$ cat src/rtl/mult_io_sequencer_if.sv
// Nibble pad handshake bundle for mult_io_sequencer.
// MULT_IO_PARITY_EN adds the out_par parity line.
interface mult_io_sequencer_if;
   logic       in_valid;
   logic       in_ready;
   logic [3:0] in_nib;
   logic       out_valid;
   logic       out_ready;
   logic [3:0] out_nib;
`ifdef MULT_IO_PARITY_EN
   logic       out_par;

   modport master (
      output in_valid, in_nib, out_ready,
      input  in_ready, out_valid, out_nib, out_par
   );
   modport slave (
      input  in_valid, in_nib, out_ready,
      output in_ready, out_valid, out_nib, out_par
   );
`else
   modport master (
      output in_valid, in_nib, out_ready,
      input  in_ready, out_valid, out_nib
   );
   modport slave (
      input  in_valid, in_nib, out_ready,
      output in_ready, out_valid, out_nib
   );
`endif
endinterface

$ cat src/rtl/mult_io_sequencer.sv
// Nibble-serial operand loader / product unloader around the multiplier.
// MULT_IO_PARITY_EN adds out_par, even parity over out_nib.
module mult_io_sequencer #(
   parameter int PW         = 8,
   parameter int SETTLE_CYC = 2
) (
   input  logic                 clk,
   input  logic                 rst,
   mult_io_sequencer_if.slave   io,
   output logic [7:0]           mult_a,
   output logic [7:0]           mult_b,
   input  logic [PW-1:0]        mult_p
);
   typedef enum logic [1:0] {LOAD, SETTLE, CAPTURE, UNLOAD} state_t;

   localparam logic [3:0] SETTLE_LAST = 4'(SETTLE_CYC - 1);
   localparam logic [3:0] NIB_LAST    = 4'(PW / 4 - 1);

   state_t        state, state_nx;
   logic [1:0]    idx;
   logic [7:0]    shadow_a;
   logic [3:0]    shadow_b;
   logic [3:0]    cnt;
   logic [PW-1:0] shift;
   logic          in_acc;
   logic          out_acc;
`ifdef MULT_IO_PARITY_EN
   logic          par;

   assign io.out_par = par;
`endif

   assign in_acc     = (state == LOAD) && io.in_valid;
   assign out_acc    = (state == UNLOAD) && io.out_ready;
   assign io.out_nib = shift[3:0];

   always_ff @(posedge clk or posedge rst) begin
      if (rst) state <= LOAD;
      else     state <= state_nx;
   end

   // Handshake outputs decode the state register only.
   always_comb begin
      state_nx     = state;
      io.in_ready  = 1'b0;
      io.out_valid = 1'b0;
      unique case (state)
         LOAD: begin
            io.in_ready = 1'b1;
            if (io.in_valid && idx == 2'd3) state_nx = SETTLE;
         end
         SETTLE: begin
            if (cnt == SETTLE_LAST) state_nx = CAPTURE;
         end
         CAPTURE: state_nx = UNLOAD;
         UNLOAD: begin
            io.out_valid = 1'b1;
            if (io.out_ready && cnt == NIB_LAST) state_nx = LOAD;
         end
         default: state_nx = LOAD;
      endcase
   end

   always_ff @(posedge clk or posedge rst) begin
      if (rst) begin
         idx      <= '0;
         shadow_a <= '0;
         shadow_b <= '0;
         cnt      <= '0;
         shift    <= '0;
         mult_a   <= '0;
         mult_b   <= '0;
`ifdef MULT_IO_PARITY_EN
         par      <= 1'b0;
`endif
      end else begin
         unique case (1'b1)
            in_acc: begin
               idx <= idx + 2'd1;
               unique case (idx)
                  2'd0: shadow_a[3:0] <= io.in_nib;
                  2'd1: shadow_a[7:4] <= io.in_nib;
                  2'd2: shadow_b      <= io.in_nib;
                  2'd3: begin
                     mult_a <= shadow_a;
                     mult_b <= {io.in_nib, shadow_b};
                     cnt    <= '0;
                  end
               endcase
            end
            (state == SETTLE): cnt <= cnt + 4'd1;
            (state == CAPTURE): begin
               shift <= mult_p;
               cnt   <= '0;
`ifdef MULT_IO_PARITY_EN
               par   <= ^mult_p[3:0];
`endif
            end
            out_acc: begin
               shift <= shift >> 4;
               cnt   <= cnt + 4'd1;
`ifdef MULT_IO_PARITY_EN
               par   <= (cnt == NIB_LAST) ? 1'b0 : ^shift[7:4];
`endif
            end
            default: ;
         endcase
      end
   end
endmodule

$ cat src/flat_wrapper.sv
// flat-port wrapper written by rule: the top's interface ports become plain ports
module mult_io_sequencer_flat 
#(
   parameter int PW         = 8,
   parameter int SETTLE_CYC = 2
)
  (clk, rst, mult_a, mult_b, mult_p, io_in_valid, io_in_nib, io_out_ready, io_in_ready, io_out_valid, io_out_nib);
  mult_io_sequencer_if io_i ();
  input  logic clk;
  input  logic rst;
  output logic [7:0] mult_a;
  output logic [7:0] mult_b;
  input  logic [PW-1:0] mult_p;
  input wire logic [$bits(io_i.in_valid)-1:0] io_in_valid;
  input wire logic [$bits(io_i.in_nib)-1:0] io_in_nib;
  input wire logic [$bits(io_i.out_ready)-1:0] io_out_ready;
  output wire logic [$bits(io_i.in_ready)-1:0] io_in_ready;
  output wire logic [$bits(io_i.out_valid)-1:0] io_out_valid;
  output wire logic [$bits(io_i.out_nib)-1:0] io_out_nib;
  assign io_i.in_valid = io_in_valid;
  assign io_i.in_nib = io_in_nib;
  assign io_i.out_ready = io_out_ready;
  assign io_in_ready = io_i.in_ready;
  assign io_out_valid = io_i.out_valid;
  assign io_out_nib = io_i.out_nib;
  mult_io_sequencer #(.PW(PW), .SETTLE_CYC(SETTLE_CYC)) u_core (.clk(clk), .rst(rst), .io(io_i), .mult_a(mult_a), .mult_b(mult_b), .mult_p(mult_p));
endmodule
$ cat config.mk
export PLATFORM = sky130hd
export DESIGN_NAME = mult_io_sequencer_flat
export DESIGN_NICKNAME = d
export VERILOG_FILES = /design/src/rtl/mult_io_sequencer_if.sv /design/src/rtl/mult_io_sequencer.sv /design/src/flat_wrapper.sv
export SDC_FILE = /design/constraint.sdc
export NUM_CORES = 1
export LEC_CHECK = 0
export CAP_MARGIN = 15
export CORE_UTILIZATION = 51
export DETAILED_ROUTE_END_ITERATION = 16
export GPL_ROUTABILITY_DRIVEN = 0
export PLACE_DENSITY = 0.76
export SETUP_SLACK_MARGIN = 0.2
export SLEW_MARGIN = 0
export SYNTH_ARGS = -nofsm -noshare
export SYNTH_HDL_FRONTEND = slang
export SYNTH_SLANG_ARGS = --single-unit
$ cat constraint.sdc
create_clock -name clk -period 2.2 [get_ports clk]
set_input_delay 0.44 -clock clk [delete_from_list [all_inputs] [get_ports clk]]
set_output_delay 0.44 -clock clk [all_outputs]
set_load 0.005 [all_outputs]
==> flow_summary.json, run 1 <==
{
  "slew_violations": 0,
  "first_pass_iters": 4,
  "grt_pass1_wl_um": 6020,
  "multi_input_area_um2": 796,
  "reg2reg_to": "u_core.shadow_a[5]$_DFFE_PP0P_",
  "synth_warnings": 0,
  "synth_top_area_frac": 0.554,
  "critical_path_class": "register to output port",
  "drc": 0,
  "yosys-top-cells-area": "dfrtp_1, mux2_2, ha_1",
  "peakVddDrop_mv": 0.708,
  "syn_to_final_growth_pct": 26.1,
  "hold_path.class": "input port to asynchronous set/reset pin",
  "htree_levels": 2,
  "period_minus_slack_ns": 1.94,
  "placedInstanceArea_mm2": 0.00238,
  "finalWirelength_um": 3620,
  "crit_path_max_fanout": 4,
  "maxSlewHeadroom": 0.640,
  "clockBufferDepth": 2,
  "crit_cells": 3,
  "via_count": 1272,
  "skew_ns": 0.00582,
  "globalRouteOverflowTotal": 0,
  "worstPathRequired_ns": 1.76,
  "p_leak_nw": 1.15,
  "synthCells": 150,
  "drtIter0Drc": 45,
  "synthesis.area_mm2": 0.00199,
  "cts_tree": "built",
  "slowest_delay_ns": 0.50,
  "cts_buffers": 5,
  "synth_nets": 177,
  "coreArea_mm2": 0.00369,
  "crit_family": "buffers and inverters",
  "max_freq_mhz": 514,
  "post-route-cell-area_mm2": 0.00251,
  "dp_hpwl_um": 2600,
  "worst_slew_pin_slew_ns": 0.539,
  "rows": 22,
  "via_per_inst": 5.30,
  "drive_gt1_frac": 0.245,
  "final_hold_viol_count": 0,
  "dieHeight_um": 64.4,
  "die-area_mm2": 0.00415,
  "clock_latency_ns": 0.29,
  "r2r_slack_ns": 0.44,
  "power-per-cell-area_mw_per_mm2": 1350,
  "regArea_mm2": 0.00110,
  "avgSynthCellArea_um2": 13.2,
  "critPathCaptureType": "output port",
  "arrival_ns": 1.50,
  "cp_slowest_cell": "clkdlybuf4s50_1",
  "die_w_um": 64.4,
  "yosysSeqAreaShare": 0.554,
  "r2r_cells": 5,
  "diodes": 0,
  "reg2reg_from": "u_core.state[0]$_DFFE_PP0P_",
  "grt_usage": 0.196,
  "clkTransAtPathRegs_ns": 0.08,
  "start_util": 0.539,
  "yosys.cell_types.count": 26,
  "fin_crit_sh": 0.884,
  "setup_viol": 0,
  "grt_pass1_vias": 1334,
  "crit_chain": "inv_2, ha_2, clkdlybuf4s50_1",
  "fill_cells": 282,
  "nets": 218,
  "drt.antenna.violating_nets": 0,
  "status": "completed",
  "tns_ns": 0,
  "wl_per_cell_um": 15.1,
  "port_buffers": 37,
  "crit_path_start_kind": "register",
  "cts_root_buffer": "clkbuf_8",
  "power.total_w": 0.00338,
  "drv_cap": 0,
  "rsz0062_at_grt": "false",
  "antenna_found_initial": 0,
  "yosysTopAreaCell": "dfrtp_1",
  "crit_buf_inv": 2,
  "clock_sinks": 44,
  "ioPinCount": 38,
  "grt_max_degree": 28,
  "ys_ff_latch": 44
}
[worst max path at each step]
stage	to	startpoint	slack [ns]
2_1_floorplan	u_core.mult_a[0]$_DFFE_PP0P_	u_core.state[0]$_DFFE_PP0P_	0.56
3_3_place_gp	u_core.shadow_a[4]$_DFFE_PP0P_	io_in_valid	0.27
3_5_place_dp	u_core.shadow_a[5]$_DFFE_PP0P_	io_in_valid	0.20
4_1_cts	io_in_ready	u_core.state[1]$_DFFE_PP0P_	0.21
5_1_grt	io_in_ready	u_core.state[0]$_DFFE_PP0P_	0.20
6_report	io_in_ready	u_core.state[0]$_DFFE_PP0P_	0.26
[through the flow]
| step | std cells | setup slack, ns | utilization | hold WS (ns) |
|---|---|---|---|---|
| 4_1_cts | 238 | 0.210 | 0.674 | 0.398 |
| 2_1_floorplan | 150 | 0.560 | - | 0.449 |
| 5_1_grt | 240 | 0.195 | 0.679 | 0.414 |
| 3_3_place_gp | 230 | 0.274 | 0.645 | 0.458 |
| 6_report | 240 | 0.256 | 0.679 | 0.394 |
| 3_5_place_dp | 230 | 0.205 | 0.645 | 0.464 |
[area by class of cell]
type,instances,area share
Clock buffer,6,0.0290
Sequential cell,44,0.439
Clock inverter,2,0.0140
Inverter,9,0.0135
Multi-Input combinational cell,89,0.318
Timing Repair Buffer,42,0.163
Tap cell,48,0.0240
[sequential cells by signal, summed over array words and instances, names as in the netlist]
name and cells:
u_core.mult_a 8, u_core.shift 8, u_core.state 2, u_core.shadow_b 4
u_core.shadow_a 8, u_core.cnt 4, u_core.idx 2, u_core.mult_b 8
[power by group]
group          internal, W  total [W]  switching, W
combinational     0.000835    0.00139      0.000553
sequential         0.00117    0.00139      0.000214
clock             0.000337   0.000608      0.000271
[layout by cell type, fill, tap and decap left out, types with 5 or more instances in the layout]
| master | n |
|---|---|
| buf_4 | 5 |
| clkbuf_8 | 5 |
| clkdlybuf4s50_1 | 37 |
| dfrtp_1 | 44 |
| ha_1 | 9 |
| inv_1 | 7 |
| mux2_2 | 29 |
| mux2i_1 | 10 |
| nand2_1 | 8 |
| nor2_1 | 6 |
| o21ai_0 | 6 |
[what timing repair did]
action                                  in CTS  in global routing
pin swaps                                    0                  0
endpoints found under the setup margin       1                  2
gates resized for setup                      1                  3
hold buffers                                 0                  0
buffers inserted                             0                  2
[metal layers]
metal / share of wire / GRT usage / wire (µm)
met5: 0 / 0 / 0
met4: 0.022 / 0.0806 / 80
met3: 0.048 / 0.0599 / 175
met2: 0.50 / 0.321 / 1810
met1: 0.43 / 0.240 / 1550
[Yosys cell counts]
master,count
a21bo_2,1
a21oi_1,2
and2_1,2
buf_2,1
buf_4,4
buf_6,2
clkbuf_1,1
dfrtp_1,44
ha_1,11
inv_1,9
mux2_2,29
mux2i_1,10
nand2_1,8
nand2_4,1
nand3_1,1
nand3b_1,2
nor2_1,6
nor2b_1,2
nor3b_1,1
o211ai_1,1
o21ai_0,6
o221ai_1,1
o22ai_1,2
o41a_1,1
or4bb_1,1
xnor2_1,1
[cell families (layout without fill, tap and decap cells)]
logic type | Yosys count | count (layout) | share of synthesized area
fa+ha+maj | 11 | 11 | 0.0693
compound gates | 14 | 14 | 0.0453
simple gates | 24 | 24 | 0.0642
flops | 44 | 44 | 0.554
mux | 39 | 39 | 0.215
xor+xnor | 1 | 1 | 0.00441
buf+inv | 17 | 59 | 0.0479
(Power assumes the default switching activity.)
==> run 2, diff against run 1 <==
--- a/config.mk
+++ b/config.mk
@@ -7,6 +7,7 @@
 export LEC_CHECK = 0
 export CAP_MARGIN = 15
 export CORE_UTILIZATION = 51
+export CTS_CLUSTER_SIZE = 28
 export DETAILED_ROUTE_END_ITERATION = 16
 export GPL_ROUTABILITY_DRIVEN = 0
 export PLACE_DENSITY = 0.76
==> results of run 2 <==
The final DEF is identical to that of run 1; final timing and power are the same.
